===== src/rtl/seg_display_if.sv =====
// seg_display_if: display data inputs and scan outputs of seg_display_ctrl.
// Carries the optional bright input when SEG_DIMMING_EN is defined.
interface seg_display_if #(
    parameter int DIGITS = 4
);
    logic [4*DIGITS-1:0] num;
    logic                load;
    logic [DIGITS-1:0]   dp_in;
    logic [DIGITS-1:0]   blink_mask;
    logic                lz_blank;
`ifdef SEG_DIMMING_EN
    logic [3:0]          bright;
`endif
    logic [6:0]          LED;
    logic                dp;
    logic [DIGITS-1:0]   an;
    logic                frame_done;
    modport master (
`ifdef SEG_DIMMING_EN
        output bright,
`endif
        output num, load, dp_in, blink_mask, lz_blank,
        input  LED, dp, an, frame_done
    );
    modport slave (
`ifdef SEG_DIMMING_EN
        input  bright,
`endif
        input  num, load, dp_in, blink_mask, lz_blank,
        output LED, dp, an, frame_done
    );
endinterface


===== src/rtl/seg_display_ctrl.sv =====
// seg_display_ctrl: multiplexed 7-segment scanner with frame-atomic shadow data, blanking and blink.
// Define SEG_DIMMING_EN to add the 4-bit bright input for PWM dimming of the anodes.
module seg_display_ctrl #(
    parameter int DIGITS      = 4,
    parameter int SLOT_CYCLES = 262144,
    parameter int BLINK_SLOTS = 64
) (
    input logic       clk,
    input logic       rst,
    seg_display_if.slave bus
);
    localparam int IW = DIGITS > 1 ? $clog2(DIGITS) : 1;
    localparam int CW = $clog2(SLOT_CYCLES);
    localparam int BW = BLINK_SLOTS > 1 ? $clog2(BLINK_SLOTS) : 1;
    localparam int SW = 6 * DIGITS;
    localparam logic [6:0] GLYPH [16] = '{
        7'b0000001, 7'b1001111, 7'b0010010, 7'b0000110,
        7'b1001100, 7'b0100100, 7'b0100000, 7'b0001111,
        7'b0000000, 7'b0000100, 7'b0000010, 7'b1100000,
        7'b0110001, 7'b1000010, 7'b0110000, 7'b0111000
    };
    logic [CW-1:0]       cnt;
    logic [IW-1:0]       idx;
    logic [BW-1:0]       fcnt;
    logic                phase;
    logic [SW-1:0]       shadow, pend;
    logic                pend_v;
    logic [4*DIGITS-1:0] num_sh;
    logic [DIGITS-1:0]   dp_sh, bl_sh, zero_up;
    logic                slot_end, wrap, frame_flip, on, blank, z;
    logic [3:0]          nib;
    assign {bl_sh, dp_sh, num_sh} = shadow;
    assign slot_end   = cnt == CW'(SLOT_CYCLES - 1);
    assign wrap       = slot_end && idx == IW'(DIGITS - 1);
    assign frame_flip = fcnt == BW'(BLINK_SLOTS - 1);
    assign nib        = num_sh[{idx, 2'b00} +: 4];
    assign blank      = bus.lz_blank && idx != '0 && zero_up[idx];
`ifdef SEG_DIMMING_EN
    assign on = !(phase && bl_sh[idx]) && cnt[3:0] < bus.bright;
`else
    assign on = !(phase && bl_sh[idx]);
`endif
    // zero_up[i]: nibble i and every nibble above it are zero
    always_comb begin
        zero_up = '0;
        z = 1'b1;
        for (int i = DIGITS - 1; i >= 0; i--) begin
            z = z && num_sh[4*i +: 4] == 4'd0;
            zero_up[i] = z;
        end
    end
    always_ff @(posedge clk) begin
        if (rst) begin
            cnt            <= '0;
            idx            <= '0;
            fcnt           <= '0;
            phase          <= 1'b0;
            shadow         <= '0;
            pend           <= '0;
            pend_v         <= 1'b0;
            bus.an         <= '1;
            bus.LED        <= '1;
            bus.dp         <= 1'b1;
            bus.frame_done <= 1'b0;
        end else begin
            cnt <= slot_end ? '0 : cnt + 1'b1;
            if (slot_end)
                idx <= wrap ? '0 : idx + 1'b1;
            if (wrap) begin
                fcnt   <= frame_flip ? '0 : fcnt + 1'b1;
                phase  <= phase ^ frame_flip;
                // a load on the wrap cycle itself is newest, so it wins over the pending copy
                shadow <= bus.load ? {bus.blink_mask, bus.dp_in, bus.num} : pend_v ? pend : shadow;
                pend_v <= 1'b0;
            end else if (bus.load) begin
                pend   <= {bus.blink_mask, bus.dp_in, bus.num};
                pend_v <= 1'b1;
            end
            bus.an         <= on ? ~(DIGITS'(1) << idx) : '1;
            bus.LED        <= blank ? '1 : GLYPH[nib];
            bus.dp         <= ~dp_sh[idx];
            bus.frame_done <= wrap;
        end
    end
endmodule


===== src/flat_wrapper.sv =====
// flat-port wrapper written by rule: the top's interface ports become plain ports
module seg_display_ctrl_flat 
#(
    parameter int DIGITS      = 4,
    parameter int SLOT_CYCLES = 262144,
    parameter int BLINK_SLOTS = 64
)
  (clk, rst, bus_num, bus_load, bus_dp_in, bus_blink_mask, bus_lz_blank, bus_LED, bus_dp, bus_an, bus_frame_done);
  seg_display_if #(.DIGITS(DIGITS)) bus_i ();
  input logic clk;
  input logic rst;
  input wire logic [$bits(bus_i.num)-1:0] bus_num;
  input wire logic [$bits(bus_i.load)-1:0] bus_load;
  input wire logic [$bits(bus_i.dp_in)-1:0] bus_dp_in;
  input wire logic [$bits(bus_i.blink_mask)-1:0] bus_blink_mask;
  input wire logic [$bits(bus_i.lz_blank)-1:0] bus_lz_blank;
  output wire logic [$bits(bus_i.LED)-1:0] bus_LED;
  output wire logic [$bits(bus_i.dp)-1:0] bus_dp;
  output wire logic [$bits(bus_i.an)-1:0] bus_an;
  output wire logic [$bits(bus_i.frame_done)-1:0] bus_frame_done;
  assign bus_i.num = bus_num;
  assign bus_i.load = bus_load;
  assign bus_i.dp_in = bus_dp_in;
  assign bus_i.blink_mask = bus_blink_mask;
  assign bus_i.lz_blank = bus_lz_blank;
  assign bus_LED = bus_i.LED;
  assign bus_dp = bus_i.dp;
  assign bus_an = bus_i.an;
  assign bus_frame_done = bus_i.frame_done;
  seg_display_ctrl #(.DIGITS(DIGITS), .SLOT_CYCLES(SLOT_CYCLES), .BLINK_SLOTS(BLINK_SLOTS)) u_core (.clk(clk), .rst(rst), .bus(bus_i));
endmodule

===== config.mk =====
export PLATFORM = sky130hd
export DESIGN_NAME = seg_display_ctrl_flat
export DESIGN_NICKNAME = d
export VERILOG_FILES = /design/src/rtl/seg_display_if.sv /design/src/rtl/seg_display_ctrl.sv /design/src/flat_wrapper.sv
export SDC_FILE = /design/constraint.sdc
export NUM_CORES = 1
export LEC_CHECK = 0
export BUFFER_PORTS_ARGS = -buffer_cell sky130_fd_sc_hd__clkbuf_2
export CORE_MARGIN = 2
export CORE_UTILIZATION = 50
export CTS_CLUSTER_SIZE = 40
export DETAILED_ROUTE_END_ITERATION = 8
export PLACE_DENSITY = 0.72
export SLEW_MARGIN = 20
export SYNTH_ARGS = -nofsm -noshare
export SYNTH_HDL_FRONTEND = slang
export SYNTH_SLANG_ARGS = --single-unit

===== constraint.sdc =====
create_clock -name clk -period 3.8 [get_ports clk]
set_input_delay 0.76 -clock clk [delete_from_list [all_inputs] [get_ports clk]]
set_output_delay 0.76 -clock clk [all_outputs]
set_load 0.01 [all_outputs]

==> results.json <==
{
  "io_pins": 41,
  "power.density_mw_per_mm2": 354,
  "combPwrFrac_pct": 7.0,
  "root_buffer": "clkbuf_8",
  "p_leak_nw": 1.85,
  "slowest_stage": "dfxtp_1",
  "ctsHoldBuffers": 0,
  "drc": 0,
  "ys_ff_latch": 89,
  "syn_area_mm2": 0.00446,
  "drt-initial-drc-count": 135,
  "crit_fanout": 30,
  "cts_buffers": 9,
  "cp.required_ns": 4.06,
  "cts.clk_slew.worst_paths_ns": 0.08,
  "h-tree-depth": 3,
  "ys.flop_type": "dfxtp_1",
  "reg2reg_depth": 5,
  "drt_first_pass_iters": 4,
  "finalWeightedCongestion": 0.858,
  "wl_per_cell_um": 15.4,
  "nNetsFinal": 533,
  "design.die.area_mm2": 0.00969,
  "cpPeakStageDelay_ns": 0.77,
  "grt_usage_pct": 19.6,
  "setup_viol": 0,
  "endpoint_kind": "flip-flop",
  "die-width_um": 98.4,
  "dp_slack_ns": 0.912,
  "crit_path_start_kind": "flip-flop",
  "clock_sinks": 89,
  "seqCellArea_mm2": 0.00178,
  "hp-class": "flip-flop to flip-flop",
  "cts_tree": "built",
  "finalHoldViolations": 0,
  "multi_input_area_mm2": 0.00247,
  "period_share_pct": 77.1,
  "postSynthCellCount": 475,
  "max_freq_mhz": 341,
  "maxCapViolations": 0,
  "grt_pass1_vias": 3246,
  "clock_path_buffers": 2,
  "ir_worst_vdd_mv": 0.204,
  "synth.distinct_cells": 52,
  "path_class": "flip-flop to flip-flop",
  "setup-tns-final_ns": 0,
  "grt_overflow": 0,
  "switching_share_pct": 24.3,
  "syn_nets": 515,
  "finClkSkew_ns": 0.0120,
  "p_sw_w": 0.000418,
  "min_period_ns": 2.93,
  "grt_antenna_before_repair": 0,
  "clock_latency_ns": 0.36,
  "core_area_mm2": 0.00868,
  "cts-resized-gates": 0,
  "grt_max_degree": 82,
  "run_status": "finished, final reports clean",
  "drive_gt1_share_pct": 16.1,
  "clock_power_share_pct": 36.9,
  "start_util_pct": 51.4,
  "hp-start": "u_core.pend[6]",
  "slew_violations": 0,
  "arrival_ns": 3.19,
  "utilization_pct": 56.0,
  "post_cts_buffers": 0,
  "drt_wl_total_um": 9340,
  "vias_per_cell": 5.98,
  "max_slew_margin_pct": 37.1,
  "synth_edf_count": 0,
  "crit_chain": "ha_1 -> nand3_1 -> or2_2 -> or3_1 -> o31ai_1",
  "hpwl_um": 6260,
  "rsz0062_at_grt": "no",
  "ys_warn_count": 0,
  "placementRows": 34,
  "r2r_start": "u_core.idx[1]",
  "diodes": 0,
  "ff2ff_setup_slack_ns": 0.87,
  "seqPwrFrac_pct": 56.1,
  "async_flop_share_pct": 0,
  "intPower_w": 0.00130,
  "finalWorstSetupSlack_ns": 0.869,
  "vias": 3618,
  "hold_end": "u_core.pend[6]",
  "area_delta_synth_final_pct": 8.92,
  "r2r_end": "u_core.shadow[7]",
  "die_h_um": 98.4,
  "worst_pin_slew_ns": 0.937,
  "fillers": 784,
  "drtAntennaViolNets": 0,
  "grt_pass1_wl_um": 15800,
  "hold_depth": 2,
  "numPortBuffers": 40,
  "seq_area_frac_synth_pct": 40.0,
  "avgSynthCellArea_um2": 9.39
}
[cell usage in the layout (no fill, tap or decap), types with 3 or more instances in the layout]
cell type  count
inv_1         10
mux4_2         7
o31ai_1       25
xor2_1         7
a311oi_1       3
mux2_2         4
clkbuf_8       9
or3_1          5
xnor2_1        9
o21ai_0        8
a22oi_1        4
a21oi_1       10
nor2_1        28
ha_1          12
nand2_1       62
buf_4          5
mux2i_1       54
nor3_1         5
clkbuf_2      40
nand3_1       14
nor2b_1        5
or4_1          3
nand4_1        8
and4_1         4
o311ai_0      26
o211ai_1       3
nor4_1         4
dfxtp_1       89
[worst max-delay path by stage]
| stage | startpoint | end | slack [ns] | depth (start not counted) |
|---|---|---|---|---|
| 2_1_floorplan | u_core.idx[0] | u_core.bus.LED[4] | 1.38 | 7 |
| 3_3_place_gp | u_core.idx[1] | u_core.shadow[6] | 1.05 | 5 |
| 3_5_place_dp | u_core.idx[1] | u_core.shadow[7] | 0.91 | 5 |
| 4_1_cts | u_core.idx[1] | u_core.shadow[7] | 0.88 | 5 |
| 5_1_grt | u_core.idx[0] | u_core.shadow[7] | 0.64 | 5 |
| 6_report | u_core.idx[1] | u_core.shadow[7] | 0.87 | 5 |
[cell usage after synthesis (8+ instances only)]
cell type	instances	area (um^2)
a21oi_1	10	50.1
nand2_1	62	233
nand4_1	8	50.1
mux2i_1	54	541
inv_1	10	37.5
ha_1	12	150
xnor2_1	9	78.8
nand3_1	14	70.1
clkbuf_1	31	116
dfxtp_1	89	1780
nor2_1	28	105
o31ai_1	25	188
o21ai_0	8	40.0
o311ai_0	26	228
[metrics by stage]
stage               hold slack [ns]  std cells  area [um^2]  power [W]
detailed placement            0.445        590         4670    0.00111
global placement              0.438        590         4670    0.00110
CTS                           0.461        605         4860    0.00174
global route                  0.475        605         4860    0.00179
finish                        0.458        605         4860    0.00172
floorplan                     0.426        475         4460    0.00107
[logic make-up after synthesis]
logic type / count (synthesis) / synth area share, %
simple gates: 154 / 17.3
fa+ha+maj: 12 / 3.37
flops: 89 / 40.0
buf+inv: 50 / 4.66
mux: 65 / 16.7
compound gates: 89 / 15.0
xor+xnor: 16 / 3.14
[registers in the layout (all words and copies together) (netlist names), 2 cells and up]
register / cells
u_core.bus.LED: 7
u_core.bus.an: 4
u_core.cnt: 18
u_core.fcnt: 6
u_core.idx: 2
u_core.pend: 24
u_core.shadow: 24
[power groups by stage]
stage / clock (W) / combinational, W / sequential [W]
after CTS: 0.000648 / 0.000121 / 0.000966
final: 0.000635 / 0.000121 / 0.000966
after floorplan: 0 / 0.0000787 / 0.000988
after detailed placement: 0 / 0.000121 / 0.000988
after global routing: 0.000690 / 0.000134 / 0.000969
after global placement: 0 / 0.000117 / 0.000987
[metal layers]
metal | up-vias | global-route usage [%] | wire [um]
met5 | - | 0 | 0
met4 | 0 | 4.43 | 82
met3 | 11 | 4.40 | 425
met2 | 76 | 29.5 | 4200
met1 | 1741 | 29.0 | 4630
li1 | 1790 | - | -
[final cells by class]
cell class | instances | area share [%]
Multi-Input combinational cell | 336 | 50.9
Sequential cell | 89 | 36.7
Timing Repair Buffer | 45 | 4.89
Tap cell | 108 | 2.78
Clock buffer | 10 | 2.63
Clock inverter | 5 | 1.16
Inverter | 12 | 0.927
[worst max-delay path: cells and delay by family (launching register included)]
kind	cells	cell delay, ns
simple gates	3	1.37
flops	1	0.77
compound gates	1	0.36
fa+ha+maj	1	0.33
Power figures use the tool's default switching activity.
